<file path="src/rtl/decode_stage.sv">
// decode_stage: RV32I decode stage with ID/EX register, valid/ready handshake and load-use bubble.
// Optional RV32M_DECODE_EN: decode OP funct7=0x01 as MULDIV instead of illegal.
module decode_stage #(
    parameter int          XLEN     = 32,
    parameter logic [31:0] RESET_PC = 32'h0
) (
    input  logic            clk,
    input  logic            rst,
    input  logic            if_valid,
    output logic            if_ready,
    input  logic [31:0]     if_instr,
    input  logic [31:0]     if_pc,
    input  logic            flush,
    output logic [4:0]      rs1,
    output logic [4:0]      rs2,
    output logic            r1_en,
    output logic            r2_en,
    input  logic [XLEN-1:0] r1_data,
    input  logic [XLEN-1:0] r2_data,
    output logic            ex_valid,
    input  logic            ex_ready,
    output logic [31:0]     ex_pc,
    output logic [XLEN-1:0] ex_rs1_val,
    output logic [XLEN-1:0] ex_rs2_val,
    output logic [31:0]     ex_imm,
    output logic [4:0]      ex_rd,
    output logic            ex_rd_we,
    output logic [3:0]      ex_alu_op,
    output logic [3:0]      ex_fmt,
    output logic [2:0]      ex_funct3,
    output logic            ex_illegal
);

    localparam logic [6:0] OPC_LUI    = 7'b0110111;
    localparam logic [6:0] OPC_AUIPC  = 7'b0010111;
    localparam logic [6:0] OPC_JAL    = 7'b1101111;
    localparam logic [6:0] OPC_JALR   = 7'b1100111;
    localparam logic [6:0] OPC_BR     = 7'b1100011;
    localparam logic [6:0] OPC_LD     = 7'b0000011;
    localparam logic [6:0] OPC_ST     = 7'b0100011;
    localparam logic [6:0] OPC_OPIMM  = 7'b0010011;
    localparam logic [6:0] OPC_OP     = 7'b0110011;
    localparam logic [6:0] OPC_FENCE  = 7'b0001111;
    localparam logic [6:0] OPC_SYS    = 7'b1110011;

    localparam logic [3:0] F_LUI    = 4'd0;
    localparam logic [3:0] F_AUIPC  = 4'd1;
    localparam logic [3:0] F_JAL    = 4'd2;
    localparam logic [3:0] F_JALR   = 4'd3;
    localparam logic [3:0] F_BR     = 4'd4;
    localparam logic [3:0] F_LD     = 4'd5;
    localparam logic [3:0] F_ST     = 4'd6;
    localparam logic [3:0] F_OPIMM  = 4'd7;
    localparam logic [3:0] F_OP     = 4'd8;
    localparam logic [3:0] F_FENCE  = 4'd9;
    localparam logic [3:0] F_SYS    = 4'd10;
`ifdef RV32M_DECODE_EN
    localparam logic [3:0] F_MULDIV = 4'd11;
`endif

    logic [6:0]  opcode;
    logic [2:0]  funct3;
    logic [6:0]  funct7;
    logic [4:0]  rd_field;
    logic [31:0] imm_i, imm_s, imm_b, imm_u, imm_j;

    assign opcode   = if_instr[6:0];
    assign funct3   = if_instr[14:12];
    assign funct7   = if_instr[31:25];
    assign rd_field = if_instr[11:7];
    assign rs1      = if_instr[19:15];
    assign rs2      = if_instr[24:20];

    assign imm_i = {{20{if_instr[31]}}, if_instr[31:20]};
    assign imm_s = {{20{if_instr[31]}}, if_instr[31:25], if_instr[11:7]};
    assign imm_b = {{19{if_instr[31]}}, if_instr[31], if_instr[7], if_instr[30:25], if_instr[11:8], 1'b0};
    assign imm_u = {if_instr[31:12], 12'b0};
    assign imm_j = {{11{if_instr[31]}}, if_instr[31], if_instr[19:12], if_instr[20], if_instr[30:21], 1'b0};

    logic [3:0]  dec_fmt;
    logic [31:0] dec_imm;
    logic [3:0]  dec_alu_op;
    logic        dec_illegal;
    logic        dec_writes;
    logic        dec_r1;
    logic        dec_r2;
    logic        dec_rd_we;
    logic [4:0]  dec_rd;

    always_comb begin
        dec_fmt     = F_LUI;
        dec_imm     = 32'h0;
        dec_alu_op  = 4'h0;
        dec_illegal = 1'b0;
        dec_writes  = 1'b0;
        dec_r1      = 1'b0;
        dec_r2      = 1'b0;
        case (opcode)
            OPC_LUI: begin
                dec_fmt    = F_LUI;
                dec_imm    = imm_u;
                dec_writes = 1'b1;
            end
            OPC_AUIPC: begin
                dec_fmt    = F_AUIPC;
                dec_imm    = imm_u;
                dec_writes = 1'b1;
            end
            OPC_JAL: begin
                dec_fmt    = F_JAL;
                dec_imm    = imm_j;
                dec_writes = 1'b1;
            end
            OPC_JALR: begin
                dec_fmt    = F_JALR;
                dec_imm    = imm_i;
                dec_writes = 1'b1;
                dec_r1     = 1'b1;
            end
            OPC_BR: begin
                dec_fmt = F_BR;
                dec_imm = imm_b;
                dec_r1  = 1'b1;
                dec_r2  = 1'b1;
            end
            OPC_LD: begin
                dec_fmt    = F_LD;
                dec_imm    = imm_i;
                dec_writes = 1'b1;
                dec_r1     = 1'b1;
            end
            OPC_ST: begin
                dec_fmt = F_ST;
                dec_imm = imm_s;
                dec_r1  = 1'b1;
                dec_r2  = 1'b1;
            end
            OPC_OPIMM: begin
                dec_fmt    = F_OPIMM;
                dec_imm    = imm_i;
                dec_writes = 1'b1;
                dec_r1     = 1'b1;
                // bit 30 selects SRAI only on right shifts; elsewhere it is immediate data
                dec_alu_op = {(funct3 == 3'b101) & funct7[5], funct3};
                dec_illegal = (funct3 == 3'b001) ? (funct7 != 7'h00) :
                              (funct3 == 3'b101) ? (funct7 != 7'h00 && funct7 != 7'h20) : 1'b0;
            end
            OPC_OP: begin
                dec_fmt    = F_OP;
                dec_writes = 1'b1;
                dec_r1     = 1'b1;
                dec_r2     = 1'b1;
                dec_alu_op = {funct7[5], funct3};
                if (funct7 == 7'h00) begin
                    dec_illegal = 1'b0;
                end else if (funct7 == 7'h20) begin
                    dec_illegal = !(funct3 == 3'b000 || funct3 == 3'b101);
`ifdef RV32M_DECODE_EN
                end else if (funct7 == 7'h01) begin
                    dec_fmt    = F_MULDIV;
                    dec_alu_op = {1'b0, funct3};
`endif
                end else begin
                    dec_illegal = 1'b1;
                end
            end
            OPC_FENCE: begin
                dec_fmt = F_FENCE;
                dec_imm = imm_i;
            end
            OPC_SYS: begin
                dec_fmt    = F_SYS;
                dec_imm    = imm_i;
                dec_writes = 1'b1;
            end
            default: dec_illegal = 1'b1;
        endcase
    end

    assign dec_rd_we = dec_writes & !dec_illegal & (rd_field != 5'd0);
    assign dec_rd    = dec_rd_we ? rd_field : 5'd0;
    assign r1_en     = if_valid & dec_r1;
    assign r2_en     = if_valid & dec_r2;

    logic hazard;
    logic advance;

    assign hazard   = ex_valid & (ex_fmt == F_LD) & (ex_rd != 5'd0) &
                      ((r1_en & (rs1 == ex_rd)) | (r2_en & (rs2 == ex_rd)));
    assign advance  = !ex_valid | ex_ready;
    assign if_ready = advance & !hazard;

    always_ff @(posedge clk or posedge rst) begin
        if (rst) begin
            ex_valid   <= 1'b0;
            ex_pc      <= RESET_PC;
            ex_rs1_val <= '0;
            ex_rs2_val <= '0;
            ex_imm     <= 32'h0;
            ex_rd      <= 5'd0;
            ex_rd_we   <= 1'b0;
            ex_alu_op  <= 4'h0;
            ex_fmt     <= 4'h0;
            ex_funct3  <= 3'h0;
            ex_illegal <= 1'b0;
        end else if (flush) begin
            ex_valid <= 1'b0;
        end else if (advance) begin
            ex_valid <= if_valid & !hazard;
            if (if_valid & !hazard) begin
                ex_pc      <= if_pc;
                ex_rs1_val <= r1_data;
                ex_rs2_val <= r2_data;
                ex_imm     <= dec_imm;
                ex_rd      <= dec_rd;
                ex_rd_we   <= dec_rd_we;
                ex_alu_op  <= dec_alu_op;
                ex_fmt     <= dec_fmt;
                ex_funct3  <= funct3;
                ex_illegal <= dec_illegal;
            end
        end
    end

endmodule

</file>
<file path="config.mk">
export PLATFORM = sky130hd
export DESIGN_NAME = decode_stage
export DESIGN_NICKNAME = d
export VERILOG_FILES = /design/src/rtl/decode_stage.sv
export SDC_FILE = /design/constraint.sdc
export NUM_CORES = 1
export LEC_CHECK = 0
export BUFFER_PORTS_ARGS = -buffer_cell sky130_fd_sc_hd__buf_4
export CAP_MARGIN = 20
export CORE_MARGIN = 10
export CORE_UTILIZATION = 40
export DETAILED_ROUTE_END_ITERATION = 12
export PLACE_DENSITY = 0.73
export SLEW_MARGIN = 15
export SYNTH_ARGS = -nofsm -noshare
export SYNTH_HDL_FRONTEND = slang
export SYNTH_SLANG_ARGS = --single-unit
</file>
<file path="constraint.sdc">
create_clock -name clk -period 12.2 [get_ports clk]
set_input_delay 2.44 -clock clk [delete_from_list [all_inputs] [get_ports clk]]
set_output_delay 2.44 -clock clk [all_outputs]
set_load 0.01 [all_outputs]
</file>
* After elaboration in Yosys (flattened, before gate mapping)
Cells that the tools add are included.
Operators by class: muxes and demuxes 14, equality and inequality tests 18, bitwise operators 15, reduce and logical (&&, ||, !) cells 19
Operators with widths (count):
- $pmux 32 s5 | 1
- $pmux 4 s10 | 1
- $eq 7x6->1 const B | 4
- $eq 7x7->1 const B | 4
- $eq 7x5->1 const B | 2
- $and 1x1->1 | 12
- $eq 5x5->1 | 2
- $reduce_bool 5->1 | 2
- $mux 1 | 9
- $reduce_or 9->1 | 1
- $pmux 4 s2 | 1
- $reduce_or 8->1 | 1
- $eq 7x2->1 const B | 1
- $eq 7x4->1 const B | 1
- $logic_not 7->1 | 1
- $ne 7x6->1 const B | 1
- $reduce_bool 7->1 | 1
- $reduce_or 6->1 | 1
- $mux 5 | 1
- $reduce_or 5->1 | 1
- $eq 4x3->1 const B | 1
- $logic_not 1->1 | 4
- $eq 3x1->1 const B | 1
- $eq 3x3->1 const B | 1
- other kinds (10) | 11
Storage, ports and cells: output and inout port bits 160, bits of input ports 133, flip-flop bits (word level) 147

* Depth between registers and ports, before layout
word-level depth 11, depth in mapped cells 9

* Worst setup path before layout
Ideal clock, no wire load.
path type input port to output port, start point input port if_instr[6], end point output port if_ready, cell stages on the path 8, arrival 4159 ps, slack 5601 ps, cells stage by stage buf_2 or2_2 a21oi_1 o2111ai_1 a21oi_2 buf_2 buf_1 nor2_1
Between the ends: word-level cells in the longest chain between the ends 9
RTL lines:
- from (decl) | RTL line 11 | input logic [31:0] if_instr,
- $eq 7x6->1 (tied with other cells) | RTL line 98 | case (opcode)
- $reduce_or 6->1 (no line) *
- $mux 1 * | RTL line 98
- $and 1x1->1 * | RTL line 182 | assign r1_en = if_valid & dec_r1;
- named net r1_en | RTL line 16 | output logic r1_en,
- $and 1x1->1 * | RTL line 189 | ((r1_en & (rs1 == ex_rd)) | (r2_en & (rs2 == ex_rd)));
- $or 1x1->1 * | RTL line 189
- $and 1x1->1 * | RTL line 188 | assign hazard = ex_valid & (ex_fmt == F_LD) & (ex_rd != 5'd0) &
- $logic_not 1->1 * | RTL line 191 | assign if_ready = advance & !hazard;
- $and 1x1->1 * | RTL line 191
- to (decl) | RTL line 10 | output logic if_ready,
Mark *: on every way through the listed nets, which the timed path passes. The rest lies on a longest branch.

* Worst setup path in the final report
start point input port if_instr[3], end point output port if_ready
Between the ends: word-level cells in the longest chain between the ends 9
RTL lines (RTL line):
- $eq 7x6->1 (tied with other cells) | 98
- $reduce_or 6->1 (no line) / $reduce_or 3->1 (equally long branches)
- $mux 1 | 98
- $and 1x1->1, on equally long branches | 182, 183
- $and 1x1->1 | 189
- $or 1x1->1 * | 189
- $and 1x1->1 * | 188
- $logic_not 1->1 * | 191
- $and 1x1->1 * | 191
Every way passes the cells marked *; elsewhere a longest branch is shown, timed or not.

==> results.py <==
metrics = {
    "synth": {
        "ys_seq_area_share_pct": 57.6,
        "ys_ff_latch": 147,
        "syn_nets": 624,
        "ys_warn_count": 0,
        "syn_area_mm2": 0.00638,
        "yosys-top-cells-area": "dfrtp_1, mux2_2, mux2_1",
        "synth_edf_count": 0,
        "synthArstFlopShare_pct": 100,
        "syn_avg_cell_area_um2": 13.0,
        "yosysTopAreaCell": "dfrtp_1",
        "ys.flop_type": "dfrtp_1",
        "syn_inst": 491,
        "synth.distinct_cells": 52,
        "synth_top_area_share_pct": 57.6,
    },
    "drt": {
        "dr.pass1.iters": 4,
        "viasPerCell": 5.23,
        "ant_nets": 0,
        "wl_per_cell_um": 21.6,
        "dr.first_iter.drc_count": 399,
        "route.vias.total": 5202,
        "drc": 0,
        "wl_um": 21500,
    },
    "setup_path": {
        "cp-end-kind": "output port",
        "worst-path-max-fanout": 16,
        "crit_type": "primary input to output port",
        "required_ps": 9760,
        "worstPathArrival_ps": 3900,
        "reg2reg_slack_ps": 9250,
        "critPathLaunchType": "primary input",
    },
    "clocking": {
        "htree_levels": 4,
        "cts_setup_buffers": 0,
        "numCtsBuffers": 17,
        "ctsHoldBuffers": 0,
        "path_clk_slew_ps": 60,
        "cts_tree": "built",
        "cts_resized": 0,
        "ctsRootBufferMaster": "clkbuf_16",
        "clock_sinks": 147,
        "clockBufferDepth": 2,
        "insertion_delay_ps": 420,
    },
    "layout": {
        "design_area_mm2": 0.00925,
        "final_util_pct": 58.6,
        "nets": 899,
        "area_growth_pct": 44.9,
        "final_layout_size_suffix_gt1_share_pct": 53.5,
        "antenna_cells": 0,
    },
    "grt": {
        "grt_usage_pct": 19.7,
        "antenna_found_initial": 0,
        "grt_overflow_total": 0,
        "grt_pass1_wl_um": 33300,
        "first_global_vias": 5714,
        "grt_max_degree": 85,
    },
    "sta": {
        "min_period_ps": 6340,
        "rsz0062_at_grt": "false",
        "relSlewSlack_pct": 39.2,
        "finClkSkew_ps": 12.2,
        "post-route-period-util_pct": 51.9,
        "maxSlewViolCount": 0,
        "finalSetupViolations": 0,
        "hold_viol_final": 0,
        "setup-tns-final_ps": 0,
        "max_freq_ghz": 0.158,
        "worst_slack_ps": 5860,
        "max_slew.worst_pin.slew_ps": 904,
    },
    "floorplanning": {
        "placementRows": 46,
        "coreArea_mm2": 0.0158,
        "die_h_um": 146,
        "dieWidth_um": 146,
        "initial_core_util_pct": 40.5,
        "boundaryPins": 293,
        "die-area_mm2": 0.0214,
    },
    "placement": {
        "io_buffer_count": 292,
        "gp_congestion": 0.870,
        "post-place-ws_ps": 5810,
        "postPlaceCellArea_mm2": 0.00867,
        "hpwl_um": 16600,
    },
    "flow_run": {
        "maxCapViolCount": 0,
    },
    "power": {
        "p_comb_share_pct": 23.1,
        "p_switching_uw": 403,
        "powerDensity_mw_per_mm2": 153,
        "ir_drop_mv": 0.0896,
        "internal_power_mw": 1.01,
        "switching_share_pct": 28.5,
        "clockPowerShare_pct": 34.2,
        "pwr-share-seq_pct": 42.7,
        "power.leakage_nw": 4.34,
    },
    "min_path": {
        "holdCritPathClass": "flop to flop",
    },
    "outcome": {
        "status": "finished, final reports clean",
    },
}
==> power by group through the flow <==
stage / clock [mW] / combinational (mW) / sequential [mW]
floorplan: 0 / 0.106 / 0.638
global placement: 0 / 0.324 / 0.605
detailed placement: 0 / 0.331 / 0.610
CTS: 0.494 / 0.332 / 0.603
finish: 0.484 / 0.326 / 0.603
global route: 0.515 / 0.352 / 0.612
==> through the flow <==
stage                     hold WS (ps)  instances  total power, mW
after global routing               506        995             1.48
final                              485        995             1.41
after CTS                          491        994             1.43
after floorplan                    522        491            0.744
after detailed placement           476        962            0.941
after global placement             470        962            0.929
==> sequential cells by signal (all words and copies together), names as in the netlist, 3 cells and up <==
signal	cells
ex_fmt	4
ex_imm	32
ex_rs2_val	32
ex_alu_op	4
ex_rs1_val	32
ex_funct3	3
ex_rd	5
ex_pc	32
==> placed cells by master, fill, tap and decap left out, drive strengths merged, types with 11 or more instances in the layout <==
cell type	Yosys	layout
a21oi	12	12
o2bb2ai	11	11
dfrtp	147	147
nor2	15	15
nand2	26	26
o22a	13	13
buf	29	298
a2bb2oi	11	11
clkbuf	13	19
nand3	16	16
mux2	101	101
==> critical path, cell delays in order <==
cell and delay [ps]:
buf_4 170, nand4b_4 190, a2111oi_2 420, nand4_1 250, a21oi_2 210, nor2_1 60
buf_4 150
==> cell type report <==
cell class                      instances  area, um^2
Inverter                                5        23.8
Tap cell                              216         270
Clock inverter                         13         104
Multi-Input combinational cell        297        2470
Clock buffer                           19         443
Timing Repair Buffer                  298        2260
Sequential cell                       147        3680
Fill cell                            1323        6520
==> final timing paths <==
check,from,to,cells after the start
hold / removal,ex_rs2_val[12]$_DFFE_PP0P_,ex_rs2_val[12]$_DFFE_PP0P_,1
hold reg to reg,ex_rs2_val[12]$_DFFE_PP0P_,ex_rs2_val[12]$_DFFE_PP0P_,1
setup / recovery,if_instr[3],if_ready,7
max in group asynchronous,rst,ex_rs2_val[19]$_DFFE_PP0P_,4
setup reg to reg,ex_rd[2]$_DFFE_PP0P_,ex_pc[22]$_DFFE_PP0P_,7
min in group asynchronous,rst,ex_pc[2]$_DFFE_PP0P_,2
==> cells by family (layout without fill, tap and decap cells) <==
logic type                 count (synthesis)  count (layout)  share of synthesized area (%)
xor gates and xnor gates                  13              13                           1.78
AOI/OAI and AO/OA                         92              92                           11.4
DFF                                      147             147                           57.6
muxes                                    101             101                           17.8
adders and majority gates                  1               1                          0.157
and+or+nand+nor                           90              90                           7.31
buffers and inverters                     47             335                           3.88
==> layer usage <==
layer  wire, um  share of wire [%]  vias up  track usage [%]
met5          0                  0        -                0
met1       7900                 37     2591             21.1
met4        308                1.4        0             6.11
li1           -                  -     2337                -
met2      11000                 51      247             34.1
met3       2250                 10       27             8.68
==> synthesized netlist by cell type (2+ instances only) <==
master / n
o21ai_0: 10
nor3_1: 8
mux2_1: 25
a21oi_1: 11
mux2_2: 76
a211o_1: 9
buf_2: 15
dfrtp_1: 147
o2bb2ai_1: 11
or2_2: 4
inv_1: 5
o22a_1: 13
clkbuf_1: 13
nand3b_1: 2
a32oi_1: 3
nor2b_1: 3
a22o_1: 6
xnor2_1: 5
buf_4: 12
nor4_1: 2
nand2_1: 26
nand2b_1: 4
a221o_1: 4
nor2_1: 14
nand3_1: 16
a2bb2oi_1: 11
xor2_1: 8
a31oi_1: 3
nand4_1: 2
Power figures use the tool's default switching activity.
